==> src/rtl/writeback_unit_if.sv <==
// Writeback-stage bus: control/data from the pipeline and register-file,
// HI/LO, forwarding and retire-count results back out.
interface writeback_unit_if #(
   parameter int unsigned CNT_W = 32
);
   logic              RegWrite;
   logic              CondWrite;
   logic              flag;
   logic              WriteMem;
   logic              sumOO;
   logic              WriteLo;
   logic              WriteALU;
   logic              HiLoWrite;
   logic [4:0]        Write_Reg;
   logic [31:0]       HI;
   logic [31:0]       LO;
   logic [31:0]       MEM_DATA;
   logic [31:0]       WADDY_VAL;
   logic [31:0]       sumOut;

   logic              RF_WE;
   logic [4:0]        RF_WADDR;
   logic [31:0]       RF_WDATA;
   logic [31:0]       HI_REG;
   logic [31:0]       LO_REG;
   logic              FWD_VALID;
   logic [4:0]        FWD_REG;
   logic [31:0]       FWD_DATA;
   logic [CNT_W-1:0]  RetireCount;

   modport master (
      output RegWrite, CondWrite, flag, WriteMem, sumOO, WriteLo, WriteALU,
             HiLoWrite, Write_Reg, HI, LO, MEM_DATA, WADDY_VAL, sumOut,
      input  RF_WE, RF_WADDR, RF_WDATA, HI_REG, LO_REG, FWD_VALID, FWD_REG,
             FWD_DATA, RetireCount
   );

   modport slave (
      input  RegWrite, CondWrite, flag, WriteMem, sumOO, WriteLo, WriteALU,
             HiLoWrite, Write_Reg, HI, LO, MEM_DATA, WADDY_VAL, sumOut,
      output RF_WE, RF_WADDR, RF_WDATA, HI_REG, LO_REG, FWD_VALID, FWD_REG,
             FWD_DATA, RetireCount
   );
endinterface

==> src/rtl/writeback_unit.sv <==
// Writeback stage: selects GPR write data, drives the register-file write port,
// holds HI/LO, tracks the last committed write for forwarding, counts retirements.
module writeback_unit #(
   parameter int unsigned CNT_W = 32
) (
   input logic              Clk,
   input logic              Reset,
   writeback_unit_if.slave  wb
);
   localparam int unsigned DATA_W = 32;
   localparam int unsigned REG_W  = 5;

   logic              commit_c;
   logic              retire_c;
   logic [DATA_W-1:0] hi_val_c;
   logic [DATA_W-1:0] lo_val_c;
   logic [DATA_W-1:0] sel_data_c;

   logic              rf_we_q,    rf_we_d;
   logic [REG_W-1:0]  rf_waddr_q, rf_waddr_d;
   logic [DATA_W-1:0] rf_wdata_q, rf_wdata_d;
   logic [DATA_W-1:0] hi_q,       hi_d;
   logic [DATA_W-1:0] lo_q,       lo_d;
   logic              fwd_vld_q,  fwd_vld_d;
   logic [REG_W-1:0]  fwd_reg_q,  fwd_reg_d;
   logic [DATA_W-1:0] fwd_data_q, fwd_data_d;
   logic [CNT_W-1:0]  cnt_q,      cnt_d;

   // HI/LO bypass so mfhi/mflo see a same-cycle mult/madd completion
   always_comb begin
      hi_val_c = wb.HiLoWrite ? wb.HI : hi_q;
      lo_val_c = wb.HiLoWrite ? wb.LO : lo_q;
      if (wb.WriteMem)      sel_data_c = wb.MEM_DATA;
      else if (wb.sumOO)    sel_data_c = wb.sumOut;
      else if (wb.WriteLo)  sel_data_c = lo_val_c;
      else if (wb.WriteALU) sel_data_c = wb.WADDY_VAL;
      else                  sel_data_c = hi_val_c;
   end

   // GPR 0 and failed conditional moves behave as if no instruction were present
   assign commit_c = wb.RegWrite && (!wb.CondWrite || wb.flag) && (wb.Write_Reg != '0);
   assign retire_c = commit_c || wb.HiLoWrite;

   always_comb begin
      rf_we_d    = commit_c;
      rf_waddr_d = wb.Write_Reg;
      rf_wdata_d = sel_data_c;
      hi_d       = hi_q;
      lo_d       = lo_q;
      fwd_vld_d  = fwd_vld_q;
      fwd_reg_d  = fwd_reg_q;
      fwd_data_d = fwd_data_q;
      cnt_d      = cnt_q;
      if (wb.HiLoWrite) begin
         hi_d = wb.HI;
         lo_d = wb.LO;
      end
      if (commit_c) begin
         fwd_vld_d  = 1'b1;
         fwd_reg_d  = wb.Write_Reg;
         fwd_data_d = sel_data_c;
      end
      if (retire_c) cnt_d = cnt_q + CNT_W'(1);
   end

   always_ff @(posedge Clk) begin
      if (Reset) begin
         rf_we_q    <= 1'b0;
         rf_waddr_q <= '0;
         rf_wdata_q <= '0;
         hi_q       <= '0;
         lo_q       <= '0;
         fwd_vld_q  <= 1'b0;
         fwd_reg_q  <= '0;
         fwd_data_q <= '0;
         cnt_q      <= '0;
      end else begin
         rf_we_q    <= rf_we_d;
         rf_waddr_q <= rf_waddr_d;
         rf_wdata_q <= rf_wdata_d;
         hi_q       <= hi_d;
         lo_q       <= lo_d;
         fwd_vld_q  <= fwd_vld_d;
         fwd_reg_q  <= fwd_reg_d;
         fwd_data_q <= fwd_data_d;
         cnt_q      <= cnt_d;
      end
   end

   assign wb.RF_WE       = rf_we_q;
   assign wb.RF_WADDR    = rf_waddr_q;
   assign wb.RF_WDATA    = rf_wdata_q;
   assign wb.HI_REG      = hi_q;
   assign wb.LO_REG      = lo_q;
   assign wb.FWD_VALID   = fwd_vld_q;
   assign wb.FWD_REG     = fwd_reg_q;
   assign wb.FWD_DATA    = fwd_data_q;
   assign wb.RetireCount = cnt_q;
endmodule

==> src/flat_wrapper.sv <==
// flat-port wrapper written by rule: the top's interface ports become plain ports
module writeback_unit_flat 
#(
   parameter int unsigned CNT_W = 32
)
  (Clk, Reset, wb_RegWrite, wb_CondWrite, wb_flag, wb_WriteMem, wb_sumOO, wb_WriteLo, wb_WriteALU, wb_HiLoWrite, wb_Write_Reg, wb_HI, wb_LO, wb_MEM_DATA, wb_WADDY_VAL, wb_sumOut, wb_RF_WE, wb_RF_WADDR, wb_RF_WDATA, wb_HI_REG, wb_LO_REG, wb_FWD_VALID, wb_FWD_REG, wb_FWD_DATA, wb_RetireCount);
  writeback_unit_if #(.CNT_W(CNT_W)) wb_i ();
  input logic Clk;
  input logic Reset;
  input wire logic [$bits(wb_i.RegWrite)-1:0] wb_RegWrite;
  input wire logic [$bits(wb_i.CondWrite)-1:0] wb_CondWrite;
  input wire logic [$bits(wb_i.flag)-1:0] wb_flag;
  input wire logic [$bits(wb_i.WriteMem)-1:0] wb_WriteMem;
  input wire logic [$bits(wb_i.sumOO)-1:0] wb_sumOO;
  input wire logic [$bits(wb_i.WriteLo)-1:0] wb_WriteLo;
  input wire logic [$bits(wb_i.WriteALU)-1:0] wb_WriteALU;
  input wire logic [$bits(wb_i.HiLoWrite)-1:0] wb_HiLoWrite;
  input wire logic [$bits(wb_i.Write_Reg)-1:0] wb_Write_Reg;
  input wire logic [$bits(wb_i.HI)-1:0] wb_HI;
  input wire logic [$bits(wb_i.LO)-1:0] wb_LO;
  input wire logic [$bits(wb_i.MEM_DATA)-1:0] wb_MEM_DATA;
  input wire logic [$bits(wb_i.WADDY_VAL)-1:0] wb_WADDY_VAL;
  input wire logic [$bits(wb_i.sumOut)-1:0] wb_sumOut;
  output wire logic [$bits(wb_i.RF_WE)-1:0] wb_RF_WE;
  output wire logic [$bits(wb_i.RF_WADDR)-1:0] wb_RF_WADDR;
  output wire logic [$bits(wb_i.RF_WDATA)-1:0] wb_RF_WDATA;
  output wire logic [$bits(wb_i.HI_REG)-1:0] wb_HI_REG;
  output wire logic [$bits(wb_i.LO_REG)-1:0] wb_LO_REG;
  output wire logic [$bits(wb_i.FWD_VALID)-1:0] wb_FWD_VALID;
  output wire logic [$bits(wb_i.FWD_REG)-1:0] wb_FWD_REG;
  output wire logic [$bits(wb_i.FWD_DATA)-1:0] wb_FWD_DATA;
  output wire logic [$bits(wb_i.RetireCount)-1:0] wb_RetireCount;
  assign wb_i.RegWrite = wb_RegWrite;
  assign wb_i.CondWrite = wb_CondWrite;
  assign wb_i.flag = wb_flag;
  assign wb_i.WriteMem = wb_WriteMem;
  assign wb_i.sumOO = wb_sumOO;
  assign wb_i.WriteLo = wb_WriteLo;
  assign wb_i.WriteALU = wb_WriteALU;
  assign wb_i.HiLoWrite = wb_HiLoWrite;
  assign wb_i.Write_Reg = wb_Write_Reg;
  assign wb_i.HI = wb_HI;
  assign wb_i.LO = wb_LO;
  assign wb_i.MEM_DATA = wb_MEM_DATA;
  assign wb_i.WADDY_VAL = wb_WADDY_VAL;
  assign wb_i.sumOut = wb_sumOut;
  assign wb_RF_WE = wb_i.RF_WE;
  assign wb_RF_WADDR = wb_i.RF_WADDR;
  assign wb_RF_WDATA = wb_i.RF_WDATA;
  assign wb_HI_REG = wb_i.HI_REG;
  assign wb_LO_REG = wb_i.LO_REG;
  assign wb_FWD_VALID = wb_i.FWD_VALID;
  assign wb_FWD_REG = wb_i.FWD_REG;
  assign wb_FWD_DATA = wb_i.FWD_DATA;
  assign wb_RetireCount = wb_i.RetireCount;
  writeback_unit #(.CNT_W(CNT_W)) u_core (.Clk(Clk), .Reset(Reset), .wb(wb_i));
endmodule
==> config.mk <==
export PLATFORM = sky130hd
export DESIGN_NAME = writeback_unit_flat
export DESIGN_NICKNAME = d
export VERILOG_FILES = /design/src/rtl/writeback_unit_if.sv /design/src/rtl/writeback_unit.sv /design/src/flat_wrapper.sv
export SDC_FILE = /design/constraint.sdc
export NUM_CORES = 1
export LEC_CHECK = 0
export BUFFER_PORTS_ARGS = -buffer_cell sky130_fd_sc_hd__buf_2
export CAP_MARGIN = 20
export CORE_MARGIN = 3
export CORE_UTILIZATION = 41
export DETAILED_ROUTE_END_ITERATION = 10
export PLACE_DENSITY = 0.76
export SETUP_SLACK_MARGIN = 0.02
export SYNTH_ARGS = -nofsm -noshare
export SYNTH_HDL_FRONTEND = slang
export SYNTH_SLANG_ARGS = --single-unit
==> constraint.sdc <==
create_clock -name Clk -period 2 [get_ports Clk]
set_input_delay 0 -clock Clk [delete_from_list [all_inputs] [get_ports Clk]]
set_output_delay 0 -clock Clk [all_outputs]
set_load 0.03 [all_outputs]
# Yosys cells after proc, flatten, opt, wreduce, memory -nomap -nowiden
# Cells that the tools add are included.
[op_classes] reduce_logical=6 addsub=1 mux=6
[op_table] cell="$mux 32" n=6
[op_table] cell="$add 32x1->32 const B" n=1
[op_table] cell="$reduce_bool 5->1" n=1
[op_table] cell="$logic_and 1x1->1" n=2
[op_table] cell="$logic_or 1x1->1" n=2
[op_table] cell="$logic_not 1->1" n=1
[word_totals] register_bits=172 out_inout_bits=172

# Longest topological paths before layout
[logic_depth] ltp_word=5 ltp_mapped=8

# Worst setup path before layout
# No wires, ideal clock.
[synth_timing] kind="reg2reg" from="register u_core.cnt_q[0] (netlist: u_core.wb.RetireCount[0])" to="register u_core.cnt_q[26] (netlist: u_core.wb.RetireCount[26])" arrival_time_ns=2.153 period_less_slack_ns=2.224 path_slack_ns=-0.224 path_stages_with_launch=7 required_ns=1.930 path_cell_list="dfxtp_1 ha_1 and3_1 and4_1 or3b_4 or4_1 a21oi_1"
[synth_between] elab_chain_cells=1
[synth_rtl] item="start, declared" line="writeback_unit.sv:27" text="logic [CNT_W-1:0] cnt_q, cnt_d;"
[synth_rtl] item="start signal, assigned" line="writeback_unit.sv:86" text="cnt_q <= cnt_d;"
[synth_rtl] item="$add 32x1->32" line="writeback_unit.sv:63" text="if (retire_c) cnt_d = cnt_q + CNT_W'(1);"
# No other way between the ends.
# A chain may end at the register's enable or synchronous reset.

# Worst setup path in the final report
[layout_timing] from="register u_core.cnt_q[1] (netlist: u_core.wb.RetireCount[1])" to="register u_core.cnt_q[26] (netlist: u_core.wb.RetireCount[26])"
# Same word-level chain as after synthesis.

==> results.md <==
- Status: finished, violations left
- Failing checks: hold timing, setup timing
- Die ar.: 18,030 um2
- # setup viols final: 2
- Multi-input combinational cell area: 3127 um2
- Root Driver: clkbuf_16
- Via count: 7,844
- Netlist Area Pre-Place: 6746 um2
- GPL Wtd Cong: 0.8831
- Kind of cell adding the most delay to the critical path: simple AND/OR/NAND/NOR gates
- Synth unique cells: 38
- Crit. End Element: flop
- Clk slew on worst S/H paths: 0.07 ns
- Slack of the critical path: -0.03164 ns
- Drt first pass iters: 6
- Seq cells post-synth: 172
- Vias in the first global route: 7,813
- IO Count: 347
- Clock latency on the worst-skew pair: 0.42 ns
- DRC: 0
- GRT Util Overall: 29.79%
- Layout cell share with drive strength beyond 1: 38.13%
- Commonest non-fill, non-tap cell in the layout: buf_2
- Port bufs: 346
- Worst EP required: 2.35 ns
- Hold Crit Class: input pin to flop
- Total grt overflow: 0
- Fmax: 0.4922 GHz
- Crit-path max FO: 5
- Wire per inst: 19.81 um
- Nets: 1,359
- Core ar.: 16,000 um2
- Sequential cell area: 3483 um2
- Initial Util: 42.16%
- Synth Net Count: 876
- H-tree depth reported by CTS: 4
- Pins Over Slew Limit: 0
- Hold Slack: -0.01955 ns
- Slowest stage delay, CP: 0.50 ns
- Peak supply drop: 0.0008628 V
- Largest net degree at the start of global routing: 64
- Most frequent cells in the layout: buf_2 (344), dfxtp_1 (156), dlygate4sd3_1 (136), nor2_1 (120), mux2i_1 (63)
- Synth warnings: 0
- DP Worst Slack: -0.02592 ns
- PwrDens: 817.1 nW/um2
- Worst path buffer plus inverter count: 0
- Lkg Pwr: 5.088 nW
- Via density per instance: 5.543
- Starting DRT DRC Count: 578
- Final worst path period share: 101.6%
- Startpoint Class: flop
- Height of the die: 134.3 um
- Final wirelength: 28,030 um
- Rows: 46
- Slowest CP cell: or4_4
- Critical path class: flop to flop
- Fill cell instance count of the final layout: 1,186
- Async set-or-reset flop fraction in the synthesized netlist: 0%
- Avg Cell Area, Syn: 9.638 um2
- RSZ-0062 raised after global routing: true
- Worst-Margin Slew: 0.6701 ns
- Max cap viols: 0
- Prevailing post-synth register cell: dfxtp_1
- Endpoints failing hold: 10
- Final ANT Viol Nets: 0
- DP Wirelength: 17,780 um
- Worst Clk Skew: 0.009053 ns
- Post-synth EDFFs: 0
- Cell Chain, Critical Path: ha_4 > and3_4 > and4_4 > or3b_4 > or4_4 > a21oi_2
- Area Growth Syn to Fin: 62.70%
- Antenna violations before repair: 2
- Cts bufs inserted: 17
- Seq/Total Area, Yosys: 51.04%
- First-pass GRT wire length: 42,020 um
- Cells after synthesis: 700
- Max-slew headroom: 55.12%
- Die Span X: 134.3 um
- Clk sinks: 172
- Final min period: 2.032 ns
- TritonCTS clock tree: yes
- CP arrival: 2.38 ns
- Max clock buf depth: 2
-- synth_stat cells (3+ instances only) --
cell type	count	area (um2)
dfxtp_1	172	3443
nor2_1	123	461.7
mux2i_1	64	640.6
a221oi_1	63	551.8
clkbuf_1	44	165.2
o21ai_0	40	200.2
o2bb2ai_1	32	280.3
a21oi_1	18	90.09
nand2_1	18	67.56
xnor2_1	16	140.1
nand3_1	15	75.07
buf_2	12	60.06
nor3_1	9	45.04
nor4_1	9	56.30
nor2b_1	8	50.05
nand4_1	7	43.79
and4_1	6	52.55
or3_1	6	37.54
inv_1	5	18.77
or4_1	5	37.54
and3_1	3	18.77
o31ai_1	3	22.52
-- where the power goes --
group          switching, mW  total, mW  internal (mW)
logic                   1.01       1.70          0.694
registers             0.0932       3.70           3.61
clock network           1.43       3.57           2.14
-- layer usage --
layer	up-vias	track usage, %	wire length [um]
li1	3539	-	-
met1	3713	34.48	10600
met2	476	49.92	13730
met3	114	9.302	2393
met4	2	14.71	1298
met5	-	0	13
-- cells by family (layout without fill, tap and decap cells) --
| group | count (synthesis) | after routing | share of synthesized area (%) |
|---|---|---|---|
| simple gates | 218 | 219 | 15.06 |
| flops | 172 | 172 | 51.04 |
| compound gates | 162 | 162 | 17.71 |
| mux | 65 | 65 | 9.662 |
| buf+inv | 64 | 559 | 4.006 |
| xor+xnor | 18 | 18 | 2.337 |
| fa+ha+maj | 1 | 1 | 0.1854 |
| other cells | 0 | 3 | 0 |
-- worst reg2reg max path, cell delays in order (launching register included) --
cell     delay [ns]
dfxtp_4        0.36
ha_4           0.13
and3_4         0.18
and4_4         0.22
or3b_4         0.43
or4_4          0.50
a21oi_2        0.13
-- state kept, by name, indices dropped and copies added, names as in the netlist --
signal,count
u_core.wb.LO_REG,32
u_core.wb.RF_WDATA,32
u_core.wb.FWD_VALID,1
u_core.wb.RetireCount,32
u_core.wb.FWD_DATA,32
u_core.wb.FWD_REG,5
u_core.wb.RF_WADDR,5
u_core.wb.HI_REG,32
u_core.wb.RF_WE,1
-- area by class of cell --
cell class | instances | share of cell area [%]
Timing Repair Buffer | 522 | 31.33
Tap cell | 216 | 2.462
Multi-Input combinational cell | 465 | 28.49
Sequential cell | 172 | 31.73
Clock buffer | 19 | 4.035
Clock inverter | 13 | 1.710
Antenna cell | 3 | 0.06839
Inverter | 5 | 0.1710
-- through the flow --
stage / instance area [um2] / total power, mW / util (%) / setup TNS (ns) / instances
floorplan: 6798 / 4.580 / - / 0 / 700
global placement: 8890 / 5.143 / 55.56 / -0.01813 / 1240
detailed placement: 8890 / 5.152 / 55.56 / -0.02592 / 1240
CTS: 10910 / 8.943 / 68.18 / 0 / 1410
global route: 10970 / 9.283 / 68.57 / -0.2807 / 1413
finish: 10980 / 8.969 / 68.60 / -0.05869 / 1415
-- what timing repair did --
| action | CTS | global route |
|---|---|---|
| cloned | 1 | 0 |
| resized for setup | 4 | 10 |
| hold buffers | 135 | 1 |
| setup endpoints to repair | 4 | 11 |
| endpoints found under the hold margin | 157 | 4 |
| pin swaps | 4 | 4 |
| buffers inserted | 2 | 1 |
-- worst paths after layout --
path                            depth (start not counted)                        end                startpoint  slack (ns)
worst min-delay path                                    2   u_core.wb.RetireCount[6]                     Reset       -0.02
worst max-delay path                                    6  u_core.wb.RetireCount[26]  u_core.wb.RetireCount[1]       -0.03
worst min register to register                          1      u_core.wb.FWD_DATA[8]     u_core.wb.FWD_DATA[8]        0.46
worst max register to register                          6  u_core.wb.RetireCount[26]  u_core.wb.RetireCount[1]       -0.03
(Power assumes the default switching activity.)
